`config.mk`:
```
export PLATFORM = sky130hd
export DESIGN_NAME = instr_fetch_flat
export DESIGN_NICKNAME = d
export VERILOG_FILES = /design/src/rtl/mips_pkg.sv /design/src/rtl/instr_fetch_if.sv /design/src/rtl/instr_fetch_next_pc.sv /design/src/rtl/instr_fetch.sv /design/src/flat_wrapper.sv
export SDC_FILE = /design/constraint.sdc
export NUM_CORES = 1
export LEC_CHECK = 0
export ABC_AREA = 1
export CAP_MARGIN = 20
export CORE_MARGIN = 2
export CORE_UTILIZATION = 26
export DETAILED_ROUTE_END_ITERATION = 8
export PLACE_DENSITY = 0.58
export RECOVER_POWER = 25
export SKIP_CTS_REPAIR_TIMING = 1
export SYNTH_ARGS = -nofsm -noshare
export SYNTH_HDL_FRONTEND = slang
export SYNTH_HIERARCHICAL = 1
export SYNTH_SLANG_ARGS = --single-unit
```
`constraint.sdc`:
```
create_clock -name clk -period 3.15 [get_ports clk]
set_clock_uncertainty 0.15 [all_clocks]
set_input_delay 0.945 -clock clk [delete_from_list [all_inputs] [get_ports clk]]
set_output_delay 0.945 -clock clk [all_outputs]
set_load 0.03 [all_outputs]
```
`src/rtl/mips_pkg.sv`:
```
// Shared definitions for the fetch/decode front end: word width, opcodes
// and the fetch FSM state encoding.
package mips_pkg;

    localparam int WORD_W = 32;

    localparam logic [5:0] OP_RTYPE = 6'h00;
    localparam logic [5:0] OP_J     = 6'h02;
    localparam logic [5:0] OP_BEQ   = 6'h04;
    localparam logic [5:0] OP_ADDI  = 6'h08;
    localparam logic [5:0] OP_ADDIU = 6'h09;
    localparam logic [5:0] OP_LW    = 6'h23;
    localparam logic [5:0] OP_SW    = 6'h2b;
    localparam logic [5:0] OP_HLT   = 6'h3f;

    typedef enum logic [2:0] {
        S_IDLE   = 3'd0,
        S_REQ    = 3'd1,
        S_WAIT   = 3'd2,
        S_ISSUE  = 3'd3,
        S_HALTED = 3'd4
    } fetch_state_t;

endpackage

```
`src/rtl/instr_fetch_if.sv`:
```
// Instruction-memory read port between the fetch stage (master) and imem (slave).
// Handshake: imem_req stays high with a stable imem_addr until the cycle imem_ack
// is high; imem_rdata is valid only in that cycle, and an ack without a request is ignored.
interface instr_fetch_if;
    import mips_pkg::*;

    logic              imem_req;
    logic [WORD_W-1:0] imem_addr;
    logic              imem_ack;
    logic [WORD_W-1:0] imem_rdata;

    modport master (
        output imem_req,
        output imem_addr,
        input  imem_ack,
        input  imem_rdata
    );

    modport slave (
        input  imem_req,
        input  imem_addr,
        output imem_ack,
        output imem_rdata
    );

endinterface

```
`src/rtl/instr_fetch_next_pc.sv`:
```
// Combinational next-PC select for a retiring non-halt instruction:
// jump beats a taken branch, which beats the sequential path.
module next_pc
    import mips_pkg::*;
(
    input  logic [WORD_W-1:0] pc_plus4,
    input  logic [WORD_W-1:0] instr,
    input  logic              jump,
    input  logic              branch,
    input  logic              zero,
    output logic [WORD_W-1:0] target
);

    logic [WORD_W-1:0] jump_tgt;
    logic [WORD_W-1:0] branch_tgt;
    logic [WORD_W-1:0] branch_off;
    logic              unused_opcode;

    assign jump_tgt   = {pc_plus4[31:28], instr[25:0], 2'b00};
    assign branch_off = {{14{instr[15]}}, instr[15:0], 2'b00};
    assign branch_tgt = pc_plus4 + branch_off;

    // The opcode field is decoded upstream; only the immediates matter here.
    assign unused_opcode = ^instr[31:26];

    always_comb begin
        target = pc_plus4;
        if (jump) begin
            target = jump_tgt;
        end else if (branch && zero) begin
            target = branch_tgt;
        end
    end

endmodule

```
`src/rtl/instr_fetch.sv`:
```
// Fetch stage: owns the PC, reads one instruction word per retire over the
// imem handshake, and stops for good on halt or on an imem timeout.
module instr_fetch
    import mips_pkg::*;
#(
    parameter logic [31:0] RESET_PC    = 32'h0000_0000,
    parameter int          TIMEOUT_CYC = 16,
    parameter int          CNT_W       = 32
) (
    input  logic                 clk,
    input  logic                 reset,
    instr_fetch_if.master        imem,
    output logic [WORD_W-1:0]    instr,
    output logic [5:0]           opcode,
    output logic                 instr_valid,
    output logic [WORD_W-1:0]    pc,
    output logic [WORD_W-1:0]    pc_plus4,
    input  logic                 retire,
    input  logic                 jump,
    input  logic                 branch,
    input  logic                 zero,
    input  logic                 halt,
    output logic                 halted,
    output logic                 fetch_err,
    output logic [CNT_W-1:0]     retired_cnt,
    output fetch_state_t         dbg_state
);

    localparam int TO_W = $clog2(TIMEOUT_CYC + 1);
    localparam logic [TO_W-1:0] TO_LAST = TO_W'(TIMEOUT_CYC - 1);

    fetch_state_t      state_q, state_d;
    logic [WORD_W-1:0] pc_q, pc_d;
    logic [WORD_W-1:0] instr_q, instr_d;
    logic [TO_W-1:0]   to_cnt_q, to_cnt_d;
    logic              err_q, err_d;
    logic [CNT_W-1:0]  ret_cnt_q, ret_cnt_d;
    logic [WORD_W-1:0] target;

    next_pc u_next_pc (
        .pc_plus4 (pc_plus4),
        .instr    (instr_q),
        .jump     (jump),
        .branch   (branch),
        .zero     (zero),
        .target   (target)
    );

    always_ff @(posedge clk) begin
        if (reset) begin
            state_q   <= S_IDLE;
            pc_q      <= RESET_PC;
            instr_q   <= '0;
            to_cnt_q  <= '0;
            err_q     <= 1'b0;
            ret_cnt_q <= '0;
        end else begin
            state_q   <= state_d;
            pc_q      <= pc_d;
            instr_q   <= instr_d;
            to_cnt_q  <= to_cnt_d;
            err_q     <= err_d;
            ret_cnt_q <= ret_cnt_d;
        end
    end

    always_comb begin
        state_d   = state_q;
        pc_d      = pc_q;
        instr_d   = instr_q;
        to_cnt_d  = to_cnt_q;
        err_d     = err_q;
        ret_cnt_d = ret_cnt_q;
        case (state_q)
            S_IDLE: begin
                state_d = S_REQ;
            end
            S_REQ: begin
                to_cnt_d = '0;
                state_d  = S_WAIT;
            end
            S_WAIT: begin
                // An ack in the last allowed cycle still wins over the timeout.
                if (imem.imem_ack) begin
                    instr_d = imem.imem_rdata;
                    state_d = S_ISSUE;
                end else if (to_cnt_q == TO_LAST) begin
                    err_d   = 1'b1;
                    state_d = S_HALTED;
                end else begin
                    to_cnt_d = to_cnt_q + 1'b1;
                end
            end
            S_ISSUE: begin
                if (retire) begin
                    if (halt) begin
                        state_d = S_HALTED;
                    end else begin
                        pc_d      = target;
                        ret_cnt_d = ret_cnt_q + 1'b1;
                        state_d   = S_REQ;
                    end
                end
            end
            S_HALTED: begin
                state_d = S_HALTED;
            end
            default: begin
                state_d = S_IDLE;
            end
        endcase
    end

    assign imem.imem_req  = (state_q == S_REQ) || (state_q == S_WAIT);
    assign imem.imem_addr = pc_q;

    assign instr       = instr_q;
    assign opcode      = instr_q[31:26];
    assign instr_valid = (state_q == S_ISSUE);
    assign pc          = pc_q;
    assign pc_plus4    = pc_q + 32'd4;
    assign halted      = (state_q == S_HALTED);
    assign fetch_err   = err_q;
    assign retired_cnt = ret_cnt_q;
    assign dbg_state   = state_q;

endmodule

```
`src/flat_wrapper.sv`:
```
// flat-port wrapper written by rule: the top's interface ports become plain ports
module instr_fetch_flat import mips_pkg::*;
#(
    parameter logic [31:0] RESET_PC    = 32'h0000_0000,
    parameter int          TIMEOUT_CYC = 16,
    parameter int          CNT_W       = 32
)
  (clk, reset, instr, opcode, instr_valid, pc, pc_plus4, retire, jump, branch, zero, halt, halted, fetch_err, retired_cnt, dbg_state, imem_imem_req, imem_imem_addr, imem_imem_ack, imem_imem_rdata);
  instr_fetch_if imem_i ();
  input  logic clk;
  input  logic reset;
  output logic [WORD_W-1:0] instr;
  output logic [5:0] opcode;
  output logic instr_valid;
  output logic [WORD_W-1:0] pc;
  output logic [WORD_W-1:0] pc_plus4;
  input  logic retire;
  input  logic jump;
  input  logic branch;
  input  logic zero;
  input  logic halt;
  output logic halted;
  output logic fetch_err;
  output logic [CNT_W-1:0] retired_cnt;
  output fetch_state_t dbg_state;
  output wire logic [$bits(imem_i.imem_req)-1:0] imem_imem_req;
  output wire logic [$bits(imem_i.imem_addr)-1:0] imem_imem_addr;
  input wire logic [$bits(imem_i.imem_ack)-1:0] imem_imem_ack;
  input wire logic [$bits(imem_i.imem_rdata)-1:0] imem_imem_rdata;
  assign imem_imem_req = imem_i.imem_req;
  assign imem_imem_addr = imem_i.imem_addr;
  assign imem_i.imem_ack = imem_imem_ack;
  assign imem_i.imem_rdata = imem_imem_rdata;
  instr_fetch #(.RESET_PC(RESET_PC), .TIMEOUT_CYC(TIMEOUT_CYC), .CNT_W(CNT_W)) u_core (.clk(clk), .reset(reset), .imem(imem_i), .instr(instr), .opcode(opcode), .instr_valid(instr_valid), .pc(pc), .pc_plus4(pc_plus4), .retire(retire), .jump(jump), .branch(branch), .zero(zero), .halt(halt), .halted(halted), .fetch_err(fetch_err), .retired_cnt(retired_cnt), .dbg_state(dbg_state));
endmodule
```
==> qor.yml, run 1 <==
status: "finished, violations left"
violations: "negative setup slack"
die_x_um: 182
crit_fanout: 3
synth_nets: 1437
finalNetCount: 1761
setup_viol: 9
power_density_nw_per_um2: 313
cp_slowest_cell: "dfxtp_4"
yosysSeqAreaShare: 0.254
post_route_cells_drive_above_1_share: 0.288
grt_max_degree: 64
io_pins: 213
worstPathCellList: "ha_4, nand2_4, nor3_4, nand3_4, buf_8, nor2_4, xor2_4, buf_4, buf_12"
final_design_area_no_fill_um2: 13800
core_um2: 31500
drt_iter0_drc: 682
hold_viol_final: 0
root_buffer: "clkbuf_16"
antenna_found_initial: 4
grt_first_pass_wirelength_um: 52300
dieArea_um2: 33300
viasPerCell: 4.83
overflow: 0
ys_async_sr_fraction: 0
dp_hpwl_um: 27400
holdWs_ps: 318
hold_class: "flop to flop"
arrival_ps: 2150
drv_slew: 0
fmax_mhz: 308
rows: 65
dp_worst_setup_slack_ps: -171
grt_use_total: 0.203
finalSetupTns_ps: -281
critical_path_class: "flop to output pin"
clk_path_buf_depth: 2
critPathTopFamily: "simple AND/OR/NAND/NOR gates"
critical_path.max_stage_delay_ps: 370
gp_congestion: 0.932
synthCells: 1363
wl_um: 35700
end_kind: "output pin"
first_pass_iters: 5
cp_num_buf_inv: 3
tightest_slew_ps: 1390
htreeDepth: 3
avgSynthCellArea_um2: 6.07
cts-buffers-inserted: 9
clk_latency_ps: 370
grt_pass1_vias: 9437
utilization: 0.439
ys_seq_elements: 105
portBuffers: 212
synth_edf_count: 0
wl_per_cell_um: 17.1
yosysTopAreaCell: "dfxtp_1"
rsz0062_at_grt: "yes"
fin_crit_sh: 1.03
die_y_um: 182
yosys_warnings: 6
synth_area_leaders: "dfxtp_1 (25%), nand2_1 (18%), inv_1 (7.0%)"
netlist_area_um2: 8270
synth_top_area_share: 0.254
synth_ff_type: "dfxtp_1"
start_util: 0.263
clock_sinks: 105
maxCapViolCount: 0
place_area_um2: 12100
vdd_drop_max_mv: 0.385
required_ps: 2050
worst_setup_path_start_kind: "flop"
yosysUniqueCellTypes: 46
cts.clk_slew.worst_paths_ps: 80
relSlewSlack: 0.0712
p_leak_nw: 5.89
rrSetupSlack_ps: 0
num_vias: 10100
worst_slack_ps: -96.2
timing.final.crit_period_ps: 3250
drtAntennaViolNets: 0
cts_tree: "yes"
drc: 0
syn_to_final_growth_pct: 67.0
[kinds of logic (layout without fill, tap and decap cells)]
| kind of cell | Yosys count | in the layout | synth area share |
|---|---|---|---|
| DFF | 105 | 105 | 0.254 |
| and+or+nand+nor | 753 | 753 | 0.394 |
| AOI/OAI and AO/OA | 199 | 199 | 0.131 |
| buffers and inverters | 237 | 566 | 0.131 |
| xor gates and xnor gates | 35 | 35 | 0.0370 |
| other | 0 | 2 | 0 |
| adders and majority gates | 34 | 34 | 0.0523 |
[cells in the final DEF (no fill, tap or decap), types with 11 or more instances in the layout]
master and count:
nand2_1 343, clkdlybuf4s50_1 180, buf_4 143, inv_1 143
nor2_1 122, nand3_1 92, a21oi_1 81, dfxtp_1 81
nand2_2 52, o21ai_0 39, buf_6 31, buf_12 24
nor2_2 23, nand4_1 23, nor2_4 20, o21ai_1 19
a21oi_2 19, nand2_4 18, ha_4 18, nand3_2 15
dfxtp_2 15, o21a_1 14, inv_2 13, ha_1 13
xor2_2 11, xor2_4 11
[cell type report]
class | count | area (um2)
Fill cell | 3095 | 17700
Timing Repair Buffer | 392 | 3840
Inverter | 158 | 597
Clock buffer | 9 | 225
Multi-Input combinational cell | 1021 | 6400
Antenna cell | 2 | 5.00
Tap cell | 402 | 503
Sequential cell | 105 | 2150
Clock inverter | 7 | 95.1
[synth_stat cells (2+ instances only)]
cell	instances
nand3_1	107
o21ai_1	7
nor2_2	9
and2_1	3
nand3_2	6
xor2_1	28
o21a_1	14
nor3_2	5
nor3b_1	3
or2_2	3
clkbuf_1	22
nand2_2	12
a21oi_1	103
ha_1	33
a21oi_2	3
nand2_1	401
inv_1	154
dfxtp_1	105
o21bai_1	7
nor2_1	150
nor3_1	18
buf_4	43
xnor2_1	7
a31oi_1	2
nand4_1	23
a21o_1	2
inv_2	3
buf_6	3
buf_2	10
nor2_4	6
and3_1	2
o21ai_0	55
[worst paths after layout]
| kind | startpoint | to | depth (start not counted) |
|---|---|---|---|
| setup reg to reg | u_core/imem.imem_addr[3]$_SDFFE_PP0P_ | u_core/imem.imem_addr[31]$_SDFFE_PP0P_ | 20 |
| hold / removal | u_core/instr[15]$_SDFFE_PP0P_ | u_core/instr[15]$_SDFFE_PP0P_ | 2 |
| hold reg to reg | u_core/instr[15]$_SDFFE_PP0P_ | u_core/instr[15]$_SDFFE_PP0P_ | 2 |
| setup / recovery | u_core/imem.imem_addr[3]$_SDFFE_PP0P_ | pc_plus4[18] | 9 |
[registers in the layout, indices dropped and copies added (netlist names)]
| name | cells |
|---|---|
| u_core/imem.imem_addr | 32 |
| u_core/dbg_state | 3 |
| u_core/fetch_err | 1 |
| u_core/instr | 32 |
| u_core/to_cnt_q | 5 |
| u_core/retired_cnt | 32 |
[through the flow]
stage | instances | power [mW]
floorplan | 1363 | 2.37
global placement | 2050 | 2.95
detailed placement | 2050 | 2.97
CTS | 2066 | 4.25
global route | 2094 | 4.52
finish | 2096 | 4.33
[report_power, final]
group | switching [mW] | internal (mW) | total, mW
Combinational | 0.898 | 0.625 | 1.52
Sequential | 0.114 | 1.42 | 1.53
Clock | 0.629 | 0.643 | 1.27
[routing by layer]
| metal | global-route usage | wire, um |
|---|---|---|
| met4 | 0.0558 | 853 |
| met2 | 0.342 | 17100 |
| met1 | 0.268 | 15600 |
| met3 | 0.0321 | 2110 |
| met5 | 0 | 27 |
[worst register-to-register path, cell delays in order, from the launching register on]
cell	delay [ps]
dfxtp_4	370
ha_4	150
nand2_4	70
nor3_4	270
nand3_4	140
buf_8	160
nor2_4	160
xor2_4	220
ha_4	270
a21oi_4	180
nand2_2	90
nand2_1	110
nand2_2	80
a21oi_2	150
nand2_1	90
nand2_2	80
nand3_2	60
nand2_1	60
nand2_1	50
o21ai_1	100
a21oi_1	50
Power figures use the tool's default switching activity.
==> inputs of run 2 (changes only) <==
- CORE_ASPECT_RATIO: not set -> 0.75
- GPL_ROUTABILITY_DRIVEN: not set -> 1
==> run 2 against run 1 <==
  * The run still ends with negative setup slack left
  * Die area about the same
  * Flip-flop and latch count is the same
  * Non-clock buffer count fell by 11
  * Via count barely moved
  * First-iteration DRC count is 21% higher
  * Routed wire length is 1.9% lower
  * Hold slack better by 9.6 ps
  * Fmax grew 2.1%
  * Power decreased by 2.7%
  * Sequential share of layout area is 0.096 points higher
  * Critical endpoint unchanged
  * Highest routed layer is now met4
==> qor.yml, run 2 (synthesized netlist as in run 1, its figures left out) <==
n_antenna_cell: 0
cp_num_buf_inv: 3
switchingPower_mw: 1.60
num_vias: 10100
die_x_um: 210
finalSetupTns_ps: -60.5
worst_setup_path_start_kind: "flop"
swShare: 0.380
grt_first_pass_wirelength_um: 51500
p_seq_frac: 0.365
critPathTopFamily: "simple AND/OR/NAND/NOR gates"
grt_use_total: 0.200
cts-buffers-inserted: 9
portBuffers: 212
antenna_found_initial: 0
root_buffer: "clkbuf_16"
critical_path_class: "flop to output pin"
rows: 56
worstPathCellList: "ha_4, nand2_4, nor3_4, nand3_4, buf_6, nor2_4, xor2_4, buf_6, buf_12"
p_leak_nw: 5.78
status: "finished, violations left"
die_y_um: 158
hold_viol_final: 0
hold_class: "flop to flop"
vdd_drop_max_mv: 0.346
overflow: 0
drt_iter0_drc: 822
core_um2: 31300
final_common_cell: "nand2_1"
final_cell_mix: "nand2_1 (341), clkdlybuf4s50_1 (181), inv_1 (144), buf_4 (138), nor2_1 (119)"
io_pins: 213
setup_viol: 4
arrival_ps: 2080
first_pass_iters: 5
power_density_nw_per_um2: 307
gp_congestion: 0.918
rsz0062_at_grt: "yes"
fin_crit_sh: 1.01
end_kind: "output pin"
viasPerCell: 4.85
fmax_mhz: 315
clock_power_share: 0.271
wl_per_cell_um: 16.8
grt_pass1_vias: 9141
clk_latency_ps: 370
start_util: 0.264
violations: "negative setup slack"
critical_path.max_stage_delay_ps: 390
drv_slew: 0
crit_fanout: 3
drc: 0
required_ps: 2050
maxCapViolCount: 0
holdWs_ps: 327
wl_um: 35000
final-instance-count-excl-fill: 2087
nFillCells: 3170
dieArea_um2: 33300
utilization: 0.438
cp_slowest_cell: "dfxtp_4"
syn_to_final_growth_pct: 65.8
worst_slack_ps: -28.2
finalNetCount: 1750
clk_path_buf_depth: 2
drtAntennaViolNets: 0
p_int_mw: 2.61
grt_max_degree: 44
htreeDepth: 3
cpMostUsedCell: "buf_6"
relSlewSlack: 0.349
comb_power_share: 0.364
dp_hpwl_um: 27300
timing.final.crit_period_ps: 3180
clock_sinks: 105
dp_cells: 2043
cts_tree: "yes"
cts.clk_slew.worst_paths_ps: 80
post_route_cells_drive_above_1_share: 0.281
tightest_slew_ps: 973
[run 2: cell count changes in the layout (fill, tap and decap cells not counted), moves of 4 or more]
cell     before  now
a21oi_1      81   88
a21oi_2      19   13
nor2_4       20   26
o21ai_0      39   45
buf_4       143  138
ha_4         18   22
nand3_2      15   11
[run 2: worst paths after layout]
kind,start,endpoint,slack [ps],cells after the start
min reg2reg,u_core/fetch_err$_SDFFE_PP0P_,u_core/fetch_err$_SDFFE_PP0P_,330,2
max reg2reg,u_core/imem.imem_addr[3]$_SDFFE_PP0P_,u_core/imem.imem_addr[28]$_SDFFE_PP0P_,0,23
max,u_core/imem.imem_addr[3]$_SDFFE_PP0P_,pc_plus4[18],-30,9
min,u_core/fetch_err$_SDFFE_PP0P_,u_core/fetch_err$_SDFFE_PP0P_,330,2
[run 2: routing by layer]
| metal | global-route usage | share of wire |
|---|---|---|
| met1 | 0.292 | 0.48 |
| met2 | 0.295 | 0.43 |
| met3 | 0.0499 | 0.078 |
| met4 | 0.0439 | 0.016 |
| met5 | 0 | 0 |
[run 2: power groups by stage]
stage               registers (mW)  logic (mW)  clock network, mW
floorplan                     1.68       0.689                  0
global placement              1.56        1.39                  0
detailed placement            1.56        1.40                  0
CTS                           1.53        1.41               1.18
global route                  1.55        1.66               1.24
finish                        1.54        1.53               1.14
[run 2: layout make-up]
type | instances | area [um2] | area share
Inverter | 158 | 597 | 0.0435
Clock buffer | 10 | 229 | 0.0167
Multi-Input combinational cell | 1021 | 6450 | 0.470
Clock inverter | 6 | 61.3 | 0.00447
Tap cell | 406 | 508 | 0.0370
Sequential cell | 105 | 2150 | 0.157
Timing Repair Buffer | 381 | 3720 | 0.271
[run 2: stage by stage]
step / cell area, um2 / total power, mW / worst slack, ps
finish: 13700 / 4.21 / -28.2
global route: 13700 / 4.45 / -168
CTS: 12300 / 4.12 / -383
detailed placement: 12000 / 2.96 / -188
global placement: 12000 / 2.95 / -146
floorplan: 8580 / 2.37 / -22.0
[run 2: worst register-to-register path: stages (launching register included)]
cell and delay, ps:
dfxtp_4 390, ha_4 150, nand2_4 70, nor3_4 220, nand3_4 120, buf_6 140, nor3_4 110, inv_1 60
nand2_1 60, nand2_2 80, ha_4 290, buf_6 100, nand2_4 40, buf_6 110, nor2_4 150, and2_4 200
nand3_4 100, nand3_2 80, nand2_1 50, nand3_1 60, nand2_1 70, inv_1 60, nand2_1 50, a21oi_1 150
